`src/rtl/trace_logger_mc_if.sv`:
```
// Memory-side bus of the trace logger: write port, read port and the
// access strobes the memory arbiter hands to the logger.
interface trace_logger_mc_if #(
  parameter int WIDTH = 32,
  parameter int DEPTH = 1024
);
  localparam int AW = $clog2(DEPTH);

  logic             RW_TURN_I;
  logic             WRITE_ALLOW_I;
  logic             READ_ALLOW_I;
  logic             WRITE_O;
  logic [AW-1:0]    WRITE_PTR_O;
  logic [WIDTH-1:0] DMEM_O;
  logic [AW-1:0]    READ_PTR_O;
  logic [WIDTH-1:0] DMEM_I;

  // Logger side: drives addresses, write data and write enable.
  modport master (
    input  RW_TURN_I, WRITE_ALLOW_I, READ_ALLOW_I, DMEM_I,
    output WRITE_O, WRITE_PTR_O, DMEM_O, READ_PTR_O
  );

  // Memory/arbiter side.
  modport slave (
    output RW_TURN_I, WRITE_ALLOW_I, READ_ALLOW_I, DMEM_I,
    input  WRITE_O, WRITE_PTR_O, DMEM_O, READ_PTR_O
  );
endinterface

```
`src/rtl/trace_logger_mc.sv`:
```
// Trace logger: skid FIFO in front of a circular trace memory, with an
// arm/capture FSM (trace mode) or plain FIFO behaviour (streaming mode),
// saturating drop counter and oldest-first readout.
//
// Handshakes:
//   store : STORE_PERM_O is a ready, STORE_I a valid; a word transfers in a
//           cycle where both are high. STORE_I without ready while capturing
//           is a lost word and bumps DROP_COUNT_O.
//   write : WRITE_O is a single-cycle commit; WRITE_PTR_O/DMEM_O are valid
//           whenever WRITE_O is high.
//   load  : LOAD_REQUEST_I pulses a request that stays pending until it is
//           served; LOAD_GRANT_O pulses once with DATA_O valid in that cycle.
module trace_logger_mc #(
  parameter int WIDTH       = 32,
  parameter int DEPTH       = 1024,
  parameter int DELAY_BITS  = 3,
  parameter int SFIFO_DEPTH = 2,
  parameter int DROP_BITS   = 16,
  localparam int AW         = $clog2(DEPTH)
) (
  input  logic                  CLK_I,
  input  logic                  RST_I,
  input  logic                  MODE_I,
  input  logic [DELAY_BITS-1:0] DELAY_I,
  input  logic                  ARM_I,
  trace_logger_mc_if.master     mem,
  input  logic                  TRG_EVENT_I,
  output logic                  TRG_DELAYED_O,
  output logic [AW-1:0]         EVENT_ADDR_O,
  input  logic [WIDTH-1:0]      DATA_I,
  input  logic                  STORE_I,
  output logic                  STORE_PERM_O,
  output logic [WIDTH-1:0]      DATA_O,
  input  logic                  LOAD_REQUEST_I,
  output logic                  LOAD_GRANT_O,
  output logic [AW:0]           FILL_O,
  output logic [DROP_BITS-1:0]  DROP_COUNT_O,
  output logic [1:0]            STATE_O
);

  localparam int SW = $clog2(SFIFO_DEPTH);
  localparam int PW = AW + DELAY_BITS + 1;
  localparam logic [AW:0] FULL_FILL = (AW+1)'(DEPTH);
  localparam logic [SW:0] SF_FULL   = (SW+1)'(SFIFO_DEPTH);

  typedef enum logic [1:0] {
    S_IDLE  = 2'd0,
    S_ARMED = 2'd1,
    S_TRIG  = 2'd2,
    S_DONE  = 2'd3
  } state_t;

  state_t                 r_state;
  logic                   r_mode;
  logic [PW-1:0]          r_post;
  logic [AW-1:0]          r_wptr;
  logic [AW-1:0]          r_rptr;
  logic [AW:0]            r_fill;
  logic [AW-1:0]          r_event_addr;
  logic [DROP_BITS-1:0]   r_drop;
  logic [WIDTH-1:0]       r_data_o;
  logic                   r_grant;
  logic                   r_pending;
  logic [WIDTH-1:0]       r_fifo [SFIFO_DEPTH];
  logic [SW-1:0]          r_fhead;
  logic [SW-1:0]          r_ftail;
  logic [SW:0]            r_fcount;

  logic                   w_accept;
  logic                   w_fifo_empty;
  logic                   w_fifo_full;
  logic                   w_wvalid;
  logic                   w_rvalid;
  logic                   w_write;
  logic                   w_read;
  logic                   w_perm;
  logic                   w_push;
  logic                   w_drop;
  logic [PW-1:0]          w_post_calc;
  logic [AW-1:0]          w_wptr_nxt;
  logic [AW:0]            w_fill_nxt;

  // Post-trigger commit budget, scaled from the delay ratio at full width.
  assign w_post_calc = ((PW'(DELAY_I) + PW'(1)) * PW'(DEPTH - 1)) >> DELAY_BITS;

  assign w_accept     = (r_state == S_ARMED) || (r_state == S_TRIG);
  assign w_fifo_empty = (r_fcount == '0);
  assign w_fifo_full  = (r_fcount == SF_FULL);
  // Trace mode overwrites circularly; streaming mode stops at a full memory.
  assign w_wvalid     = r_mode ? (r_fill != FULL_FILL) : 1'b1;
  assign w_rvalid     = (r_fill != '0) &&
                        (r_mode ? (r_state == S_ARMED) : (r_state == S_DONE));

  // ARM_I and RST_I override everything, so no memory traffic in those cycles.
  assign w_write = ~RST_I & ~ARM_I & ~w_fifo_empty & mem.RW_TURN_I &
                   mem.WRITE_ALLOW_I & w_wvalid & w_accept;
  assign w_read  = ~RST_I & ~ARM_I & r_pending & mem.RW_TURN_I &
                   mem.READ_ALLOW_I & w_rvalid;
  // A full FIFO still accepts when its head leaves in the same cycle.
  assign w_perm  = ~RST_I & ~ARM_I & w_accept & (~w_fifo_full | w_write);
  assign w_push  = STORE_I & w_perm;
  assign w_drop  = STORE_I & w_accept & ~w_perm & ~ARM_I;

  assign w_wptr_nxt = r_wptr + AW'(1);

  // Fill level after this cycle's commit/read.
  always_comb begin
    w_fill_nxt = r_fill;
    if (w_write && !w_read) begin
      w_fill_nxt = (r_fill == FULL_FILL) ? r_fill : r_fill + (AW+1)'(1);
    end else if (!w_write && w_read) begin
      w_fill_nxt = r_fill - (AW+1)'(1);
    end
  end

  // Skid FIFO storage; occupancy is tracked in the control block.
  always_ff @(posedge CLK_I) begin
    if (w_push) r_fifo[r_ftail] <= DATA_I;
  end

  // Capture FSM plus pointer, fill, drop and readout bookkeeping.
  always_ff @(posedge CLK_I) begin
    if (RST_I) begin
      r_state      <= S_IDLE;
      r_mode       <= 1'b0;
      r_post       <= '0;
      r_wptr       <= '0;
      r_rptr       <= '0;
      r_fill       <= '0;
      r_event_addr <= '0;
      r_drop       <= '0;
      r_data_o     <= '0;
      r_grant      <= 1'b0;
      r_pending    <= 1'b0;
      r_fhead      <= '0;
      r_ftail      <= '0;
      r_fcount     <= '0;
    end else if (ARM_I) begin
      r_state   <= S_ARMED;
      r_mode    <= MODE_I;
      r_post    <= w_post_calc;
      r_wptr    <= '0;
      r_rptr    <= '0;
      r_fill    <= '0;
      r_drop    <= '0;
      r_grant   <= 1'b0;
      r_pending <= 1'b0;
      r_fhead   <= '0;
      r_ftail   <= '0;
      r_fcount  <= '0;
    end else begin
      r_grant   <= w_read;
      r_pending <= (r_pending & ~w_read) | LOAD_REQUEST_I;
      if (w_read) begin
        r_data_o <= mem.DMEM_I;
        r_rptr   <= r_rptr + AW'(1);
      end
      if (w_push) r_ftail <= r_ftail + SW'(1);
      if (w_write) r_fhead <= r_fhead + SW'(1);
      r_fcount <= r_fcount + (SW+1)'(w_push) - (SW+1)'(w_write);
      if (w_drop && (r_drop != '1)) r_drop <= r_drop + DROP_BITS'(1);
      if (w_write) r_wptr <= w_wptr_nxt;
      r_fill <= w_fill_nxt;

      case (r_state)
        S_IDLE: ;
        S_ARMED: begin
          if (!r_mode && TRG_EVENT_I) begin
            r_event_addr <= r_wptr;
            r_state      <= S_TRIG;
          end
        end
        S_TRIG: begin
          if (w_write) begin
            if (r_post != '0) begin
              r_post <= r_post - PW'(1);
            end else begin
              r_state <= S_DONE;
              // Oldest surviving entry once the final commit has landed.
              r_rptr  <= w_wptr_nxt - w_fill_nxt[AW-1:0];
            end
          end
        end
        S_DONE: ;
        default: r_state <= S_IDLE;
      endcase
    end
  end

  assign mem.WRITE_O     = w_write;
  assign mem.WRITE_PTR_O = r_wptr;
  assign mem.DMEM_O      = r_fifo[r_fhead];
  assign mem.READ_PTR_O  = r_rptr;

  assign TRG_DELAYED_O = (r_state == S_DONE);
  assign EVENT_ADDR_O  = r_event_addr;
  assign STORE_PERM_O  = w_perm;
  assign DATA_O        = r_data_o;
  assign LOAD_GRANT_O  = r_grant;
  assign FILL_O        = r_fill;
  assign DROP_COUNT_O  = r_drop;
  assign STATE_O       = r_state;

endmodule

```
`src/flat_wrapper.sv`:
```
// flat-port wrapper written by rule: the top's interface ports become plain ports
module trace_logger_mc_flat 
#(
  parameter int WIDTH       = 32,
  parameter int DEPTH       = 1024,
  parameter int DELAY_BITS  = 3,
  parameter int SFIFO_DEPTH = 2,
  parameter int DROP_BITS   = 16,
  localparam int AW         = $clog2(DEPTH)
)
  (CLK_I, RST_I, MODE_I, DELAY_I, ARM_I, TRG_EVENT_I, TRG_DELAYED_O, EVENT_ADDR_O, DATA_I, STORE_I, STORE_PERM_O, DATA_O, LOAD_REQUEST_I, LOAD_GRANT_O, FILL_O, DROP_COUNT_O, STATE_O, mem_RW_TURN_I, mem_WRITE_ALLOW_I, mem_READ_ALLOW_I, mem_DMEM_I, mem_WRITE_O, mem_WRITE_PTR_O, mem_DMEM_O, mem_READ_PTR_O);
  trace_logger_mc_if #(.WIDTH(WIDTH), .DEPTH(DEPTH)) mem_i ();
  input  logic CLK_I;
  input  logic RST_I;
  input  logic MODE_I;
  input  logic [DELAY_BITS-1:0] DELAY_I;
  input  logic ARM_I;
  input  logic TRG_EVENT_I;
  output logic TRG_DELAYED_O;
  output logic [AW-1:0] EVENT_ADDR_O;
  input  logic [WIDTH-1:0] DATA_I;
  input  logic STORE_I;
  output logic STORE_PERM_O;
  output logic [WIDTH-1:0] DATA_O;
  input  logic LOAD_REQUEST_I;
  output logic LOAD_GRANT_O;
  output logic [AW:0] FILL_O;
  output logic [DROP_BITS-1:0] DROP_COUNT_O;
  output logic [1:0] STATE_O;
  input wire logic [$bits(mem_i.RW_TURN_I)-1:0] mem_RW_TURN_I;
  input wire logic [$bits(mem_i.WRITE_ALLOW_I)-1:0] mem_WRITE_ALLOW_I;
  input wire logic [$bits(mem_i.READ_ALLOW_I)-1:0] mem_READ_ALLOW_I;
  input wire logic [$bits(mem_i.DMEM_I)-1:0] mem_DMEM_I;
  output wire logic [$bits(mem_i.WRITE_O)-1:0] mem_WRITE_O;
  output wire logic [$bits(mem_i.WRITE_PTR_O)-1:0] mem_WRITE_PTR_O;
  output wire logic [$bits(mem_i.DMEM_O)-1:0] mem_DMEM_O;
  output wire logic [$bits(mem_i.READ_PTR_O)-1:0] mem_READ_PTR_O;
  assign mem_i.RW_TURN_I = mem_RW_TURN_I;
  assign mem_i.WRITE_ALLOW_I = mem_WRITE_ALLOW_I;
  assign mem_i.READ_ALLOW_I = mem_READ_ALLOW_I;
  assign mem_i.DMEM_I = mem_DMEM_I;
  assign mem_WRITE_O = mem_i.WRITE_O;
  assign mem_WRITE_PTR_O = mem_i.WRITE_PTR_O;
  assign mem_DMEM_O = mem_i.DMEM_O;
  assign mem_READ_PTR_O = mem_i.READ_PTR_O;
  trace_logger_mc #(.WIDTH(WIDTH), .DEPTH(DEPTH), .DELAY_BITS(DELAY_BITS), .SFIFO_DEPTH(SFIFO_DEPTH), .DROP_BITS(DROP_BITS)) u_core (.CLK_I(CLK_I), .RST_I(RST_I), .MODE_I(MODE_I), .DELAY_I(DELAY_I), .ARM_I(ARM_I), .mem(mem_i), .TRG_EVENT_I(TRG_EVENT_I), .TRG_DELAYED_O(TRG_DELAYED_O), .EVENT_ADDR_O(EVENT_ADDR_O), .DATA_I(DATA_I), .STORE_I(STORE_I), .STORE_PERM_O(STORE_PERM_O), .DATA_O(DATA_O), .LOAD_REQUEST_I(LOAD_REQUEST_I), .LOAD_GRANT_O(LOAD_GRANT_O), .FILL_O(FILL_O), .DROP_COUNT_O(DROP_COUNT_O), .STATE_O(STATE_O));
endmodule
```
`config.mk`:
```
export PLATFORM = sky130hd
export DESIGN_NAME = trace_logger_mc_flat
export DESIGN_NICKNAME = d
export VERILOG_FILES = /design/src/rtl/trace_logger_mc_if.sv /design/src/rtl/trace_logger_mc.sv /design/src/flat_wrapper.sv
export SDC_FILE = /design/constraint.sdc
export NUM_CORES = 1
export LEC_CHECK = 0
export ABC_AREA = 1
export CORE_ASPECT_RATIO = 0.75
export CORE_MARGIN = 4
export CORE_UTILIZATION = 51
export DETAILED_ROUTE_END_ITERATION = 8
export GPL_ROUTABILITY_DRIVEN = 0
export PLACE_DENSITY_LB_ADDON = 0.3
export SKIP_CTS_REPAIR_TIMING = 1
export SLEW_MARGIN = 20
export SYNTH_ARGS = -nofsm -noshare
export SYNTH_HDL_FRONTEND = slang
export SYNTH_SLANG_ARGS = --single-unit
export TNS_END_PERCENT = 30
```
`constraint.sdc`:
```
create_clock -name CLK_I -period 4.5 [get_ports CLK_I]
set_clock_uncertainty 0.15 [all_clocks]
set_input_delay 0.45 -clock CLK_I [delete_from_list [all_inputs] [get_ports CLK_I]]
set_output_delay 0.45 -clock CLK_I [all_outputs]
set_load 0.05 [all_outputs]
```
==> impl_results.md, run 1 <==
- Initial Util: 52.6%
- Worst path arrival time: 4.18 ns
- GRT overflow: 0
- Endpoints failing setup: 0
- Synth Area in Adders: 6.75%
- RSZ-0062 raised after global routing: false
- Pre-CTS WS: 0.0172 ns
- Asr flop ratio synth: 0%
- Final Non-Filler Cells: 1482
- GRT Total Usage: 23.5%
- Layout cell share with drive strength beyond 1: 10.7%
- Post-synth EDFFs: 64
- First-pass GRT wire length: 36900 um
- Multiplexer area fraction after synthesis: 4.02%
- Filler Cells Inserted: 1376
- Chip width: 161 um
- Minimum clock period: 4.01 ns
- Vias per Instance: 5.25
- Clock Latency Late Sink: 0.44 ns
- Die Ht: 123 um
- Setup TNS: 0 ns
- Hold Fails Final Rpt: 0
- Total core area: 17000 um2
- Worst Tran Pin Value: 0.912 ns
- Rel. slew slack: 39.2%
- IO Port Bufs: 203
- DR vias: 7782
- Multi-input combinational cell area: 4170 um2
- Drt total wl: 23700 um
- Primary FF master, synth: dfxtp_1
- PD cells: 318 nW/um2
- Ant diodes: 0
- Io pins: 204
- R2R cell count: 28
- Register share of total power: 45.3%
- FF-to-FF Start: u_core.STATE_O[1]
- Crit path max fanout: 4
- Syn Area/Cell: 8.73 um2
- Clock power share: 40.5%
- Worst VDD drop: 0.201 mV
- Max Fclk: 250 MHz
- CTS tree: done
- Netlist Area Pre-Place: 8970 um2
- Most frequent cells in the layout: clkdlybuf4s50_1 (202), nor2_1 (141), nand2_1 (133)
- Hold depth: 2
- Pin count of the biggest net entering global routing: 41
- NetSw: 1.10 mW
- Seq/Total Area, Yosys: 46.7%
- Clock sinks: 177
- Die ar.: 19800 um2
- Worst setup path class: in2reg
- DRC viols: 0
- CTS buffer count: 17
- Hold/Removal Path Class: reg2reg
- Cells after Synth: 1027
- Clock root buffer: clkbuf_16
- P_leak: 4.72 nW
- Synth Area in Simple Gates: 20.2%
- Leading cell type in the layout, fill and taps excluded: clkdlybuf4s50_1
- Avg WL per Cell: 16.0 um
- Syn Nets: 1147
- Clock Path Buffers: 2
- Final setup margin: 0.494 ns
- DR iter-0 viols: 775
- Initial antenna violation count: 0
- Reg2reg end: u_core.mem.READ_PTR_O[8]
- Post-synthesis xor/xnor area fraction: 3.22%
- CP required: 4.67 ns
- Main combinational cell family by area after synthesis: simple AND/OR/NAND/NOR gates
- Placed Instances: 1450
- Synthesis-stage register bit count: 177
- Fin nets: 1353
- Final worst path period share: 89.0%
- DRT Pass-1 Iters: 5
- Reg area: 4180 um2
- DP Wirelength: 17400 um
- Max-slew violation count: 0
- CP Launch Type: input port
- Syn-to-layout area delta: 32.5%
- Synth Warn #: 0
- Reg2Reg Setup Slack: 0.50 ns
- Vias in the first global route: 7085
- Internal Power: 2.68 mW
- Antenna-violating nets left: 0
- Compound-Gate Fraction of Synth Area: 12.2%
- Worst hold start: u_core.DROP_COUNT_O[4]
- Switch share: 29.0%
- CTS H-Tree Depth: 4
- CP Capture Type: flop
- Max cap viols: 0
- Fin util: 69.8%
- Min-Delay Endpoint: u_core.DROP_COUNT_O[4]
- Distinct cells, synth: 53
- Row count: 41
- Status: finished, final reports clean
- Clk slew on worst S/H paths: 0.09 ns
- Comb power frac: 14.2%
cell families (layout without fill, tap and decap cells):
family	Yosys count	in the layout
simple gates	392	392
buf+inv	152	371
fa+ha+maj	43	43
mux	32	32
xor+xnor	33	33
flops	177	177
compound gates	198	198
final cells by class:
class | instances | share of cell area (%)
Timing Repair Buffer | 219 | 18.1
Clock buffer | 17 | 3.58
Clock inverter | 15 | 1.71
Tap cell | 236 | 2.48
Sequential cell | 177 | 35.2
Multi-Input combinational cell | 698 | 35.1
Inverter | 120 | 3.83
per-layer routing:
layer | vias to the layer above | global-route usage, % | wire (um)
met4 | 0 | 7.25 | 270
met1 | 3603 | 33.0 | 11000
li1 | 3858 | - | -
met2 | 296 | 35.9 | 10600
met5 | - | 0 | 0
met3 | 25 | 6.04 | 1870
how the worst max path moves through the flow:
| stage | start | endpoint | depth (start not counted) |
|---|---|---|---|
| after floorplan | u_core.STATE_O[1] | u_core.mem.READ_PTR_O[8] | 25 |
| after global placement | DELAY_I[0] | u_core.r_post[7] | 13 |
| after detailed placement | DELAY_I[1] | u_core.r_post[7] | 13 |
| after CTS | DELAY_I[1] | u_core.r_post[7] | 13 |
| after global routing | u_core.STATE_O[1] | u_core.mem.READ_PTR_O[8] | 28 |
| final | DELAY_I[1] | u_core.r_post[7] | 13 |
cell usage after synthesis, drive strengths merged (3+ instances only):
master | count | area share, %
clkbuf | 19 | 0.80
fa | 9 | 2.0
o21ai | 92 | 5.2
xnor2 | 7 | 0.68
a21oi | 69 | 3.9
a211oi | 7 | 0.70
nand2 | 144 | 6.4
xor2 | 26 | 2.5
nor3 | 21 | 1.5
a31oi | 13 | 0.91
dfxtp | 113 | 25
ha | 34 | 4.7
mux2 | 32 | 4.0
nand4 | 6 | 0.42
nor2 | 160 | 8.0
or2 | 4 | 0.28
nand3 | 48 | 3.0
edfxtp | 64 | 21
buf | 13 | 0.99
nor4 | 6 | 0.42
inv | 119 | 5.0
o22ai | 3 | 0.28
o21bai | 3 | 0.25
critical path, stage by stage:
cell and delay (ns):
clkdlybuf4s50_1 0.46, ha_1 0.21, xnor2_1 0.40, fa_1 0.58, fa_1 0.51, ha_1 0.33, or2_2 0.34, nand2_1 0.08
inv_1 0.06, fa_1 0.37, xor2_1 0.15, a32oi_1 0.16, a21oi_1 0.08
flip-flops by register name, indices dropped and copies added, names as in the netlist, 2 cells and up, named ones only:
signal / flops
u_core.STATE_O: 2
u_core.DATA_O: 32
u_core.r_fcount: 2
u_core.mem.WRITE_PTR_O: 10
u_core.mem.READ_PTR_O: 10
u_core.r_fifo: 64
u_core.EVENT_ADDR_O: 10
u_core.DROP_COUNT_O: 16
u_core.FILL_O: 11
u_core.r_post: 14
stage by stage:
step | hold slack, ns | instance area [um2] | power [mW]
floorplan | 0.297 | 8970 | 2.09
global placement | 0.298 | 11300 | 2.26
detailed placement | 0.312 | 11300 | 2.28
CTS | 0.325 | 11900 | 3.80
global route | 0.356 | 11900 | 3.94
finish | 0.316 | 11900 | 3.78
power by group through the flow:
stage	combinational (mW)	sequential [mW]	clock, mW
floorplan	0.334	1.76	0
global placement	0.517	1.75	0
detailed placement	0.532	1.75	0
CTS	0.536	1.71	1.56
global route	0.605	1.72	1.62
finish	0.536	1.71	1.53
(Power assumes the default switching activity.)
==> inputs of run 2 (changes only) <==
--- a/config.mk
+++ b/config.mk
@@ -8,7 +8,7 @@
 export ABC_AREA = 1
 export CORE_ASPECT_RATIO = 0.75
 export CORE_MARGIN = 4
-export CORE_UTILIZATION = 51
+export CORE_UTILIZATION = 40
 export DETAILED_ROUTE_END_ITERATION = 8
 export GPL_ROUTABILITY_DRIVEN = 0
 export PLACE_DENSITY_LB_ADDON = 0.3
==> impl_results.md, run 2 (synthesized netlist as in run 1, its figures left out) <==
- Status: finished, final reports clean (unchanged)
- Vias per Instance: 4.91 (was 5.25)
- Top reg by flops: u_core.r_fifo (unchanged)
- Worst VDD drop: 0.245 mV (was 0.201 mV)
- Post-place instance area: 11300 um2 (about the same)
- Pre-CTS WS: -0.100 ns (was 0.0172 ns)
- Total core area: 22100 um2 (was 17000 um2)
- Pin count of the biggest net entering global routing: 41 (unchanged)
- Worst hold start: u_core.DROP_COUNT_O[4] (unchanged)
- Critical path depth: 13 (unchanged)
- Layout cell share with drive strength beyond 1: 10.7% (about the same)
- Clock sinks: 177 (unchanged)
- Endpoints failing setup: 0 (unchanged)
- P_leak: 4.73 nW (was 4.72 nW)
- WP buf/inv: 2 (unchanged)
- Die Ht: 138 um (was 123 um)
- Clk slew on worst S/H paths: 0.07 ns (was 0.09 ns)
- GRT Total Usage: 18.3% (was 23.5%)
- Reg2Reg Setup Slack: 0.51 ns (was 0.50 ns)
- Multi-input combinational cell area: 4180 um2 (was 4170 um2)
- Worst Tran Pin Value: 1.02 ns (was 0.912 ns)
- DR iter-0 viols: 658 (was 775)
- Clock Latency Late Sink: 0.44 ns (about the same)
- Hold depth: 2 (unchanged)
- Final worst path period share: 91.5% (was 89.0%)
- CP delay by family, top: adder cells (unchanged)
- Critical-path top delay cell: fa_1 (unchanged)
- FF-to-FF Start: u_core.STATE_O[1] (unchanged)
- Chip width: 181 um (was 161 um)
- Min-Delay Endpoint: u_core.DROP_COUNT_O[4] (unchanged)
- Max cap viols: 0 (unchanged)
- Setup TNS: 0 ns (unchanged)
- Hold/Removal Path Class: reg2reg (unchanged)
- Leading cell type in the layout, fill and taps excluded: clkdlybuf4s50_1 (unchanged)
- Most used cell, CP: fa_1 (unchanged)
- First-pass GRT wire length: 36700 um (was 36900 um)
- Die ar.: 24900 um2 (was 19800 um2)
- IO Port Bufs: 203 (unchanged)
- CP required: 4.66 ns (was 4.67 ns)
- Vias in the first global route: 7022 (was 7085)
- Design area: 11900 um2 (about the same)
- DR vias: 7552 (was 7782)
- Fin nets: 1351 (was 1353)
- CTS tree: done (unchanged)
- Max-slew violation count: 0 (unchanged)
- Worst path arrival time: 4.28 ns (was 4.18 ns)
- Hold Fails Final Rpt: 0 (unchanged)
- Largest stage delay, worst path: 0.62 ns (was 0.58 ns)
- Initial antenna violation count: 0 (unchanged)
- Clock Path Buffers: 2 (unchanged)
- CTS buffer count: 17 (unchanged)
- Most frequent cells in the layout: clkdlybuf4s50_1 (201), nor2_1 (141), nand2_1 (133) (was clkdlybuf4s50_1 (202), nor2_1 (141), nand2_1 (133))
- Initial Util: 40.7% (was 52.6%)
- Drt total wl: 23300 um (was 23700 um)
- Final hold slack: 0.317 ns (was 0.316 ns)
- Syn-to-layout area delta: 33.3% (was 32.5%)
- Max Fclk: 243 MHz (was 250 MHz)
- PD cells: 318 nW/um2 (about the same)
- CTS H-Tree Depth: 4 (unchanged)
- RSZ-0062 raised after global routing: false (unchanged)
- Largest register FFs: 64 (unchanged)
- Reg2reg end: u_core.mem.READ_PTR_O[8] (unchanged)
- GRT overflow: 0 (unchanged)
- Reg area: 4180 um2 (unchanged)
- DRT Pass-1 Iters: 7 (was 5)
- Clock root buffer: clkbuf_16 (unchanged)
- Placed Instances: 1506 (was 1450)
- Row count: 47 (was 41)
- Avg WL per Cell: 15.2 um (was 16.0 um)
- Io pins: 204 (unchanged)
- Worst setup path class: in2reg (unchanged)
- DRC viols: 0 (unchanged)
- DP Wirelength: 17400 um (about the same)
- CP Capture Type: flop (unchanged)
- Minimum clock period: 4.12 ns (was 4.01 ns)
- R2R cell count: 28 (unchanged)
- Worst path cell trace: clkdlybuf4s50_1 -> ha_1 -> xnor2_1 -> fa_1 -> fa_1 -> ha_1 -> or2_2 -> nand2_1 -> inv_1 -> fa_1 -> xor2_1 -> a32oi_1 -> a21oi_1 (unchanged)
- Antenna-violating nets left: 0 (unchanged)
- CP Launch Type: input port (unchanged)
- Final setup margin: 0.382 ns (was 0.494 ns)
- Rel. slew slack: 32.1% (was 39.2%)
- Crit path max fanout: 4 (unchanged)
- Filler Cells Inserted: 2021 (was 1376)
- Final Non-Filler Cells: 1538 (was 1482)
- Ant diodes: 0 (unchanged)
[run 2: how the worst max path moves through the flow]
stage                            from                        to  slack (ns)
finish                     DELAY_I[0]          u_core.r_post[7]        0.38
global placement           DELAY_I[0]          u_core.r_post[7]        0.06
global route               DELAY_I[0]          u_core.r_post[7]        0.04
detailed placement         DELAY_I[0]          u_core.r_post[7]       -0.10
floorplan           u_core.STATE_O[1]  u_core.mem.READ_PTR_O[8]        0.44
CTS                        DELAY_I[0]          u_core.r_post[7]        0.35
[run 2: report_power, final]
group / total (mW) / switching [mW] / internal [mW]
clock: 1.55 / 0.772 / 0.778
sequential: 1.71 / 0.0260 / 1.69
combinational: 0.533 / 0.306 / 0.227
total: 3.80 / 1.10 / 2.69
[run 2: per-stage QoR]
stage / power (mW) / util, %
floorplan: 2.09 / -
global placement: 2.27 / 51.3
detailed placement: 2.28 / 51.3
CTS: 3.83 / 54.2
global route: 3.98 / 54.2
finish: 3.80 / 54.2
[run 2: layout make-up]
class,count,area share (%)
sequential,177,35.0
inverter,120,3.81
tap,294,3.08
clock inverter,15,1.69
timing repair buffer,217,17.8
multi-input combinational,698,35.0
clock buffer,17,3.56
[run 2: worst reg2reg max path, delay by kind of cell, from the launching register on]
| family | cells | cell delay [ns] |
|---|---|---|
| AOI/OAI and AO/OA | 4 | 0.63 |
| adders and majority gates | 3 | 0.79 |
| buffers and inverters | 5 | 0.47 |
| xor gates and xnor gates | 1 | 0.19 |
| DFF | 1 | 0.39 |
| and+or+nand+nor | 15 | 1.29 |
[run 2: metal layers]
| layer | wire length (um) | vias to the layer above | track usage (%) |
|---|---|---|---|
| met2 | 10200 | 245 | 27.7 |
| met4 | 359 | 0 | 5.50 |
| met3 | 1390 | 21 | 3.96 |
| met5 | 0 | - | 0 |
| li1 | - | 3847 | - |
| met1 | 11300 | 3439 | 26.4 |
==> inputs of run 3 (changes only) <==
==> constraint.sdc (replaced) <==
create_clock -name CLK_I -period 5.15 [get_ports CLK_I]
set_clock_uncertainty 0.15 [all_clocks]
set_input_delay 0.515 -clock CLK_I [delete_from_list [all_inputs] [get_ports CLK_I]]
set_output_delay 0.515 -clock CLK_I [all_outputs]
set_load 0.05 [all_outputs]
==> impl_results.md, run 3 (synthesized netlist as in run 1, its figures left out) <==
- Worst path arrival time: 4.47 ns (was 4.28 ns)
- DRT Pass-1 Iters: 6 (was 7)
- Io pins: 204 (unchanged)
- CP required: 5.29 ns (was 4.66 ns)
- Vias per Instance: 4.98 (was 4.91)
- Fin nets: 1346 (was 1351)
- Leading cell type in the layout, fill and taps excluded: clkdlybuf4s50_1 (unchanged)
- Die ar.: 24900 um2 (unchanged)
- Reg2Reg Setup Slack: 1.20 ns (was 0.51 ns)
- Endpoints failing setup: 0 (unchanged)
- Die Ht: 138 um (unchanged)
- CTS H-Tree Depth: 4 (unchanged)
- CTS buffer count: 17 (unchanged)
- DP Wirelength: 17400 um (about the same)
- Chip width: 181 um (unchanged)
- GRT overflow: 0 (unchanged)
- Drt total wl: 23200 um (was 23300 um)
- FF-to-FF Start: u_core.STATE_O[1] (unchanged)
- RSZ-0062 raised after global routing: false (unchanged)
- Hold Fails Final Rpt: 0 (unchanged)
- Initial antenna violation count: 0 (unchanged)
- Max cap viols: 0 (unchanged)
- Rel. slew slack: 52.4% (was 32.1%)
- DR iter-0 viols: 712 (was 658)
- Top reg by flops: u_core.r_fifo (unchanged)
- Final worst path period share: 84.0%
- Initial Util: 40.7% (unchanged)
- Final Non-Filler Cells: 1533 (was 1538)
- Clock root buffer: clkbuf_16 (unchanged)
- Crit path max fanout: 5 (was 4)
- Worst Tran Pin Value: 0.712 ns (was 1.02 ns)
- First element of the critical path: DELAY_I[0] (unchanged)
- Ant diodes: 0 (unchanged)
- Minimum clock period: 4.33 ns
- CP Capture Type: flop (unchanged)
- Vias in the first global route: 6858 (was 7022)
- PD cells: 277 nW/um2 (was 318 nW/um2)
- P_leak: 4.70 nW (was 4.73 nW)
- Clock Latency Late Sink: 0.43 ns (was 0.44 ns)
- Pin count of the biggest net entering global routing: 41 (unchanged)
- CP Launch Type: input port (unchanged)
- Total core area: 22100 um2 (unchanged)
- GRT Total Usage: 17.9% (was 18.3%)
- DR vias: 7628 (was 7552)
- Layout cell share with drive strength beyond 1: 10.2% (was 10.7%)
- Max Fclk: 231 MHz
- Clock Path Buffers: 2 (unchanged)
- Worst setup path class: in2reg (unchanged)
- Row count: 47 (unchanged)
- Worst VDD drop: 0.222 mV (was 0.245 mV)
- Syn-to-layout area delta: 32.9% (was 33.3%)
- R2R cell count: 28 (unchanged)
- Most frequent cells in the layout: clkdlybuf4s50_1 (203), nor2_1 (141), nand2_1 (133) (was clkdlybuf4s50_1 (201), nor2_1 (141), nand2_1 (133))
- IO Port Bufs: 203 (unchanged)
- Antenna-violating nets left: 0 (unchanged)
- Status: finished, final reports clean (unchanged)
- CTS tree: done (unchanged)
- DRC viols: 0 (unchanged)
- Hold/Removal Path Class: reg2reg (unchanged)
- Max-slew violation count: 0 (unchanged)
- Reg2reg end: u_core.mem.READ_PTR_O[8] (unchanged)
- Avg WL per Cell: 15.1 um (was 15.2 um)
- Placed Instances: 1501 (was 1506)
- Clock sinks: 177 (unchanged)
- Filler Cells Inserted: 1996 (was 2021)
- First-pass GRT wire length: 36200 um (was 36700 um)
- Largest register FFs: 64 (unchanged)
- Clk slew on worst S/H paths: 0.08 ns (was 0.07 ns)
- Setup crit end: u_core.r_post[7] (unchanged)
- Setup TNS: 0 ns (unchanged)
## run 3: through the flow
step	worst slack [ns]	cell area [um2]	util, %	total power [mW]	hold slack, ns
after floorplan	1.09	8970	-	1.83	0.297
after global placement	0.490	11300	51.2	1.97	0.303
after detailed placement	0.336	11300	51.2	1.98	0.307
after CTS	0.799	11900	54.0	3.33	0.319
after global routing	0.525	11900	54.0	3.45	0.352
final	0.823	11900	54.0	3.30	0.316
## run 3: worst min-delay path by stage
| stage | from | to | slack, ns | cells past startpoint |
|---|---|---|---|---|
| after floorplan | u_core.r_post[8] | u_core.r_post[8] | 0.30 | 2 |
| after global placement | u_core.DROP_COUNT_O[4] | u_core.DROP_COUNT_O[4] | 0.30 | 2 |
| after detailed placement | u_core.DROP_COUNT_O[4] | u_core.DROP_COUNT_O[4] | 0.31 | 2 |
| after CTS | u_core.DROP_COUNT_O[4] | u_core.DROP_COUNT_O[4] | 0.32 | 2 |
| after global routing | u_core.DROP_COUNT_O[4] | u_core.DROP_COUNT_O[4] | 0.35 | 2 |
| final | u_core.DROP_COUNT_O[4] | u_core.DROP_COUNT_O[4] | 0.32 | 2 |
## run 3: area by class of cell
cell class	count	area [um2]	area share [%]
sequential	177	4180	35.1
multi-input combinational	698	4180	35.1
timing repair buffer	212	2100	17.6
inverter	120	455	3.82
clock buffer	17	425	3.57
tap	294	368	3.09
clock inverter	15	204	1.71
## run 3: critical path, stage by stage
cell and delay [ns]:
clkdlybuf4s50_1 0.54, ha_1 0.27, xnor2_1 0.40, fa_1 0.58, fa_1 0.64, ha_1 0.29, or2_2 0.35, nand2_1 0.08
inv_1 0.06, fa_1 0.37, xor2_1 0.15, a32oi_1 0.15, a21oi_1 0.08
## run 3: power breakdown
group	total [mW]	switching [mW]	internal [mW]	leakage, nW
combinational	0.457	0.266	0.191	2.90
clock	1.35	0.667	0.679	0.304
sequential	1.50	0.0229	1.47	1.49
## run 3: per-layer routing
| layer | GRT usage [%] | vias to the layer above | share of wire [%] |
|---|---|---|---|
| met4 | 4.66 | 0 | 1.2 |
| li1 | - | 3838 | - |
| met2 | 27.3 | 246 | 44 |
| met5 | 0 | - | 0 |
| met3 | 3.72 | 21 | 6.1 |
| met1 | 26.0 | 3523 | 49 |
==> patch 1 (config.mk and constraints of run 1) <==
`SFIFO_DEPTH` is set to 2 in 2 places; all go to 4.
--- a/src/rtl/trace_logger_mc.sv
+++ b/src/rtl/trace_logger_mc.sv
@@ -14,7 +14,7 @@
   parameter int WIDTH       = 32,
   parameter int DEPTH       = 1024,
   parameter int DELAY_BITS  = 3,
-  parameter int SFIFO_DEPTH = 2,
+  parameter int SFIFO_DEPTH = 4,
   parameter int DROP_BITS   = 16,
   localparam int AW         = $clog2(DEPTH)
 ) (
--- a/src/flat_wrapper.sv
+++ b/src/flat_wrapper.sv
@@ -4,7 +4,7 @@
   parameter int WIDTH       = 32,
   parameter int DEPTH       = 1024,
   parameter int DELAY_BITS  = 3,
-  parameter int SFIFO_DEPTH = 2,
+  parameter int SFIFO_DEPTH = 4,
   parameter int DROP_BITS   = 16,
   localparam int AW         = $clog2(DEPTH)
 )
Formal check against the unedited RTL: not equivalent (a bounded check fails within 4 cycles, from zero or initial values and one cycle with RST_I high).
==> patch 1 against run 1 <==
Synthesized area grew 28%. Register-to-register slack gained 0.34 ns. Design area grew 24%. Total power grew 40%. Worst setup slack gained 0.040 ns. Clock power grew 56%. Routed wire length grew 18%. First-iteration DRC count shrank 10%. Sequential cell count grew 68. Critical path type unchanged.
==> patch 1: results (changes against run 1) <==
[outcome]
status = finished, final reports clean

[critical_path]
worstReg2RegStart = u_core.FILL_O[0]
crit_arrival_ns = 4.26  ; +0.08 ns
crit_path_max_incr_delay_ns = 0.53  ; -0.05 ns
cp-startpoint = DELAY_I[0]

[yosys]
synthTopCellsByCount = nor2_1 (208), o21ai_0 (155), edfxtp_1 (128), dfxtp_1 (117)
synth-xor-area-share_pct = 2.75  ; -0.48 points
ys.flop_type = edfxtp_1
ys_top_cells_by_area = edfxtp_1 (34%), dfxtp_1 (20%), nor2_1 (6.8%), o21ai_0 (6.8%), ha_1 (4.0%)
synthAdderAreaFrac_pct = 5.78  ; -0.97 points
synthesis.nets = 1355  ; +18%
synth_enable_flop_cells = 128  ; +100%
synth_cell_types = 54  ; +1.9%
synth_compound_area_share_pct = 14.0  ; +1.8 points
yosysSeqAreaShare_pct = 53.9  ; +7.3 points

[drt]
vias_per_cell = 5.26  ; +0.14%
drtIter0Drc = 695  ; -10%
wirelength_mm = 27.9  ; +18%

[grt]
grt_max_degree = 65  ; +59%
grt_pass1_wl_mm = 44.8  ; +21%
grt_pass1_vias = 8762  ; +24%
grt_use_met1_pct = 30.2  ; -2.8 points

[layout]
buffers = 225  ; +2.7%
inverters_excl_clock = 126  ; +5.0%
final-clk-cell-share_pct = 6.45  ; +1.2 points
nClkBuffers = 30  ; +13
multi_input_cells = 813  ; +16%
ff_latch_area_sq_um = 6190  ; +48%
design_area_sq_um = 14800  ; +24%

[worst_hold_path]
worstHoldStart = u_core.DATA_O[10]

[cts]
clkTransAtPathRegs_ns = 0.06  ; -0.03 ns
clock-sinks = 245  ; +38%
clockBufferDepth = 3  ; +1
htree_levels = 1  ; -3
clk_latency_ns = 0.52  ; +0.08 ns

[sta]
max_slew_margin_pct = 49.7  ; +11 points

[placement]
place_area_sq_um = 13800  ; +23%
placedCellCount = 1703  ; +17%

[power_and_ir_drop]
ir_worst_vdd_mv = 0.368  ; +83%

patch 1: changes by cell type in the layout (fill, tap and decap cells not counted), sizes merged, moves of 17 or more:
cell	before	now
o21ai	92	160
nor2	160	226
edfxtp	64	128
mux2	32	0
o22ai	3	32
nand2	144	127
patch 1: worst paths after layout:
check,end,slack [ns],cells past startpoint
hold reg to reg,u_core.DATA_O[10],0.33,2
setup / recovery,u_core.r_post[10],0.53,18
hold / removal,u_core.DATA_O[10],0.33,2
setup reg to reg,u_core.mem.READ_PTR_O[8],0.84,23
patch 1: per-layer routing:
layer / routed length (um) / vias up / part of all wire (%)
met5: 0 / - / 0
li1: - / 4590 / -
met4: 547 / 0 / 2.0
met2: 12500 / 252 / 45
met3: 2100 / 39 / 7.5
met1: 12800 / 4316 / 46
patch 1: where the power goes:
group,internal [mW],switching [mW]
Sequential,2.37,0.0201
Combinational,0.219,0.290
Clock,1.54,0.856
==> patch 2 (settings of run 1) <==
Without the edit above. Register the output `DROP_COUNT_O` once more, with the module's reset; this adds one clock of latency there. The other outputs are not delayed to match.
--- a/src/rtl/trace_logger_mc.sv
+++ b/src/rtl/trace_logger_mc.sv
@@ -198,7 +198,13 @@
   assign DATA_O        = r_data_o;
   assign LOAD_GRANT_O  = r_grant;
   assign FILL_O        = r_fill;
-  assign DROP_COUNT_O  = r_drop;
+  always_ff @(posedge CLK_I) begin
+    if (RST_I) begin
+      DROP_COUNT_O <= '0;
+    end else begin
+      DROP_COUNT_O <= r_drop;
+    end
+  end
   assign STATE_O       = r_state;
 
 endmodule
Behaviour: no difference found for any inputs over 4 cycles, from zero or initial values and one cycle with RST_I high; that may be too few to reach the edited logic, so the function may still have changed.
==> patch 2 against run 1 <==
Utilization down 0.93 points. Routed wire length up 2.3%. Worst setup slack worse by 0.089 ns. Synthesized area up 4.3%. Synthesized cell count up 5.1%. Sequential cell count up 16. Total power up 2.4%. Design area up 3.2%.
==> patch 2: results (changes against run 1) <==
[yosys]
synth_enable_flop_cells = 64  ; unchanged
yosysSeqAreaShare_pct = 48.2  ; +1.5 points
synthTopCellsByCount = nor2_1 (175), nand2_1 (139), dfxtp_1 (129), inv_1 (116), o21ai_0 (81)
ys_top_cells_by_area = dfxtp_1 (28%), edfxtp_1 (21%), nor2_1 (7.0%), nand2_1 (5.6%), inv_1 (4.7%)
async_reset_ff_share_pct = 0  ; unchanged
synthesis.nets = 1199  ; +4.5%
syn_avg_cell_area_sq_um = 8.67  ; -0.72%

[cts]
cts_made_buffers = 17  ; unchanged
clockBufferDepth = 2  ; unchanged

[critical_path]
crit_arrival_ns = 4.28  ; +0.10 ns
timing.reg2reg.setup_slack_ns = 0.63  ; +0.13 ns
path_max_fanout = 4  ; unchanged

[drt]
vias_per_cell = 5.22  ; -0.67%
drtIter0Drc = 815  ; +5.2%
dr_total_vias = 8022  ; +3.1%
wl_per_cell_um = 15.7  ; -1.5%

[grt]
grt_pass1_vias = 7725  ; +9.0%
grt_pass1_wl_mm = 38.8  ; +5.1%
grt_max_degree = 53  ; +29%
track_usage_pct = 23.4  ; -0.061 points

[placement]
place_area_sq_um = 11700  ; +3.7%
dp_hpwl_mm = 17.6  ; +1.3%
placedCellCount = 1506  ; +3.9%

[layout]
antennaDiodeCount = 0  ; unchanged
drive_above_1_share_pct = 9.57  ; -1.1 points
nNetsFinal = 1403  ; +3.7%

[outcome]
status = finished, final reports clean

[sta]
max_slew_margin_pct = 37.1  ; -2.0 points

[power_and_ir_drop]
ir_worst_vdd_mv = 0.263  ; +31%
power.leakage_nw = 4.80  ; +1.6%

patch 2: changes by cell type after synthesis, sizes merged, moves of 3 or more:
cell | before | now
dfxtp | 113 | 129
xor2 | 26 | 30
buf | 13 | 17
nor2 | 160 | 191
a211oi | 7 | 4
a31oi | 13 | 6
a21oi | 69 | 62
nor3 | 21 | 25
patch 2: layout make-up:
type	count	area [sq um]
Fill cell	1427	5550
Sequential cell	193	4500
Multi-Input combinational cell	729	4230
Timing Repair Buffer	219	2170
Inverter	123	462
Clock buffer	17	425
Tap cell	242	303
Clock inverter	15	170
patch 2: worst paths after layout:
check / cells after the start / from / end
worst max register to register: 22 / u_core.FILL_O[0] / u_core.mem.READ_PTR_O[9]
worst min-delay path: 2 / u_core.r_drop[13] / u_core.r_drop[13]
worst max-delay path: 17 / DELAY_I[0] / u_core.r_post[7]
worst min register to register: 2 / u_core.r_drop[13] / u_core.r_drop[13]
patch 2: metal layers:
metal / global-route usage (%) / up-vias / share of wire (%)
li1: - / 3971 / -
met1: 31.9 / 3746 / 45
met2: 37.7 / 274 / 46
met3: 4.67 / 31 / 7.1
met4: 7.58 / 0 / 2.0
met5: 0 / - / 0
patch 2: report_power, final:
| part | internal (mW) | total [mW] | switching (mW) |
|---|---|---|---|
| registers | 1.82 | 1.84 | 0.0207 |
| logic | 0.218 | 0.517 | 0.299 |
| clock network | 0.755 | 1.51 | 0.754 |
| total | 2.80 | 3.87 | 1.07 |
patch 2: stage by stage:
step                power, mW  setup WS [ns]  hold WS, ns  utilization (%)
finish                   3.87          0.405        0.324             68.9
detailed placement       2.39        -0.0210        0.314             65.5
global placement         2.38          0.121        0.302             65.5
global route             4.03          0.128        0.349             68.9
CTS                      3.89          0.429        0.324             68.9
floorplan                2.21          0.572        0.288                -
patch 2: cell families after synthesis:
logic type	after synthesis	share of synthesized area (%)
adders and majority gates	43	6.47
muxes	33	3.96
and+or+nand+nor	432	20.6
AOI/OAI and AO/OA	185	10.7
buffers and inverters	157	6.73
xor gates and xnor gates	36	3.37
DFF	193	48.2
patch 2: critical path, stage by stage:
cell,delay (ns)
clkdlybuf4s50_1,0.54
inv_1,0.08
ha_1,0.35
inv_1,0.11
fa_1,0.43
buf_4,0.17
fa_1,0.53
ha_1,0.37
nor2_1,0.15
inv_1,0.07
nand2_1,0.11
inv_1,0.06
fa_1,0.37
xor2_1,0.16
nand2_1,0.06
a21oi_1,0.07
a32o_1,0.21
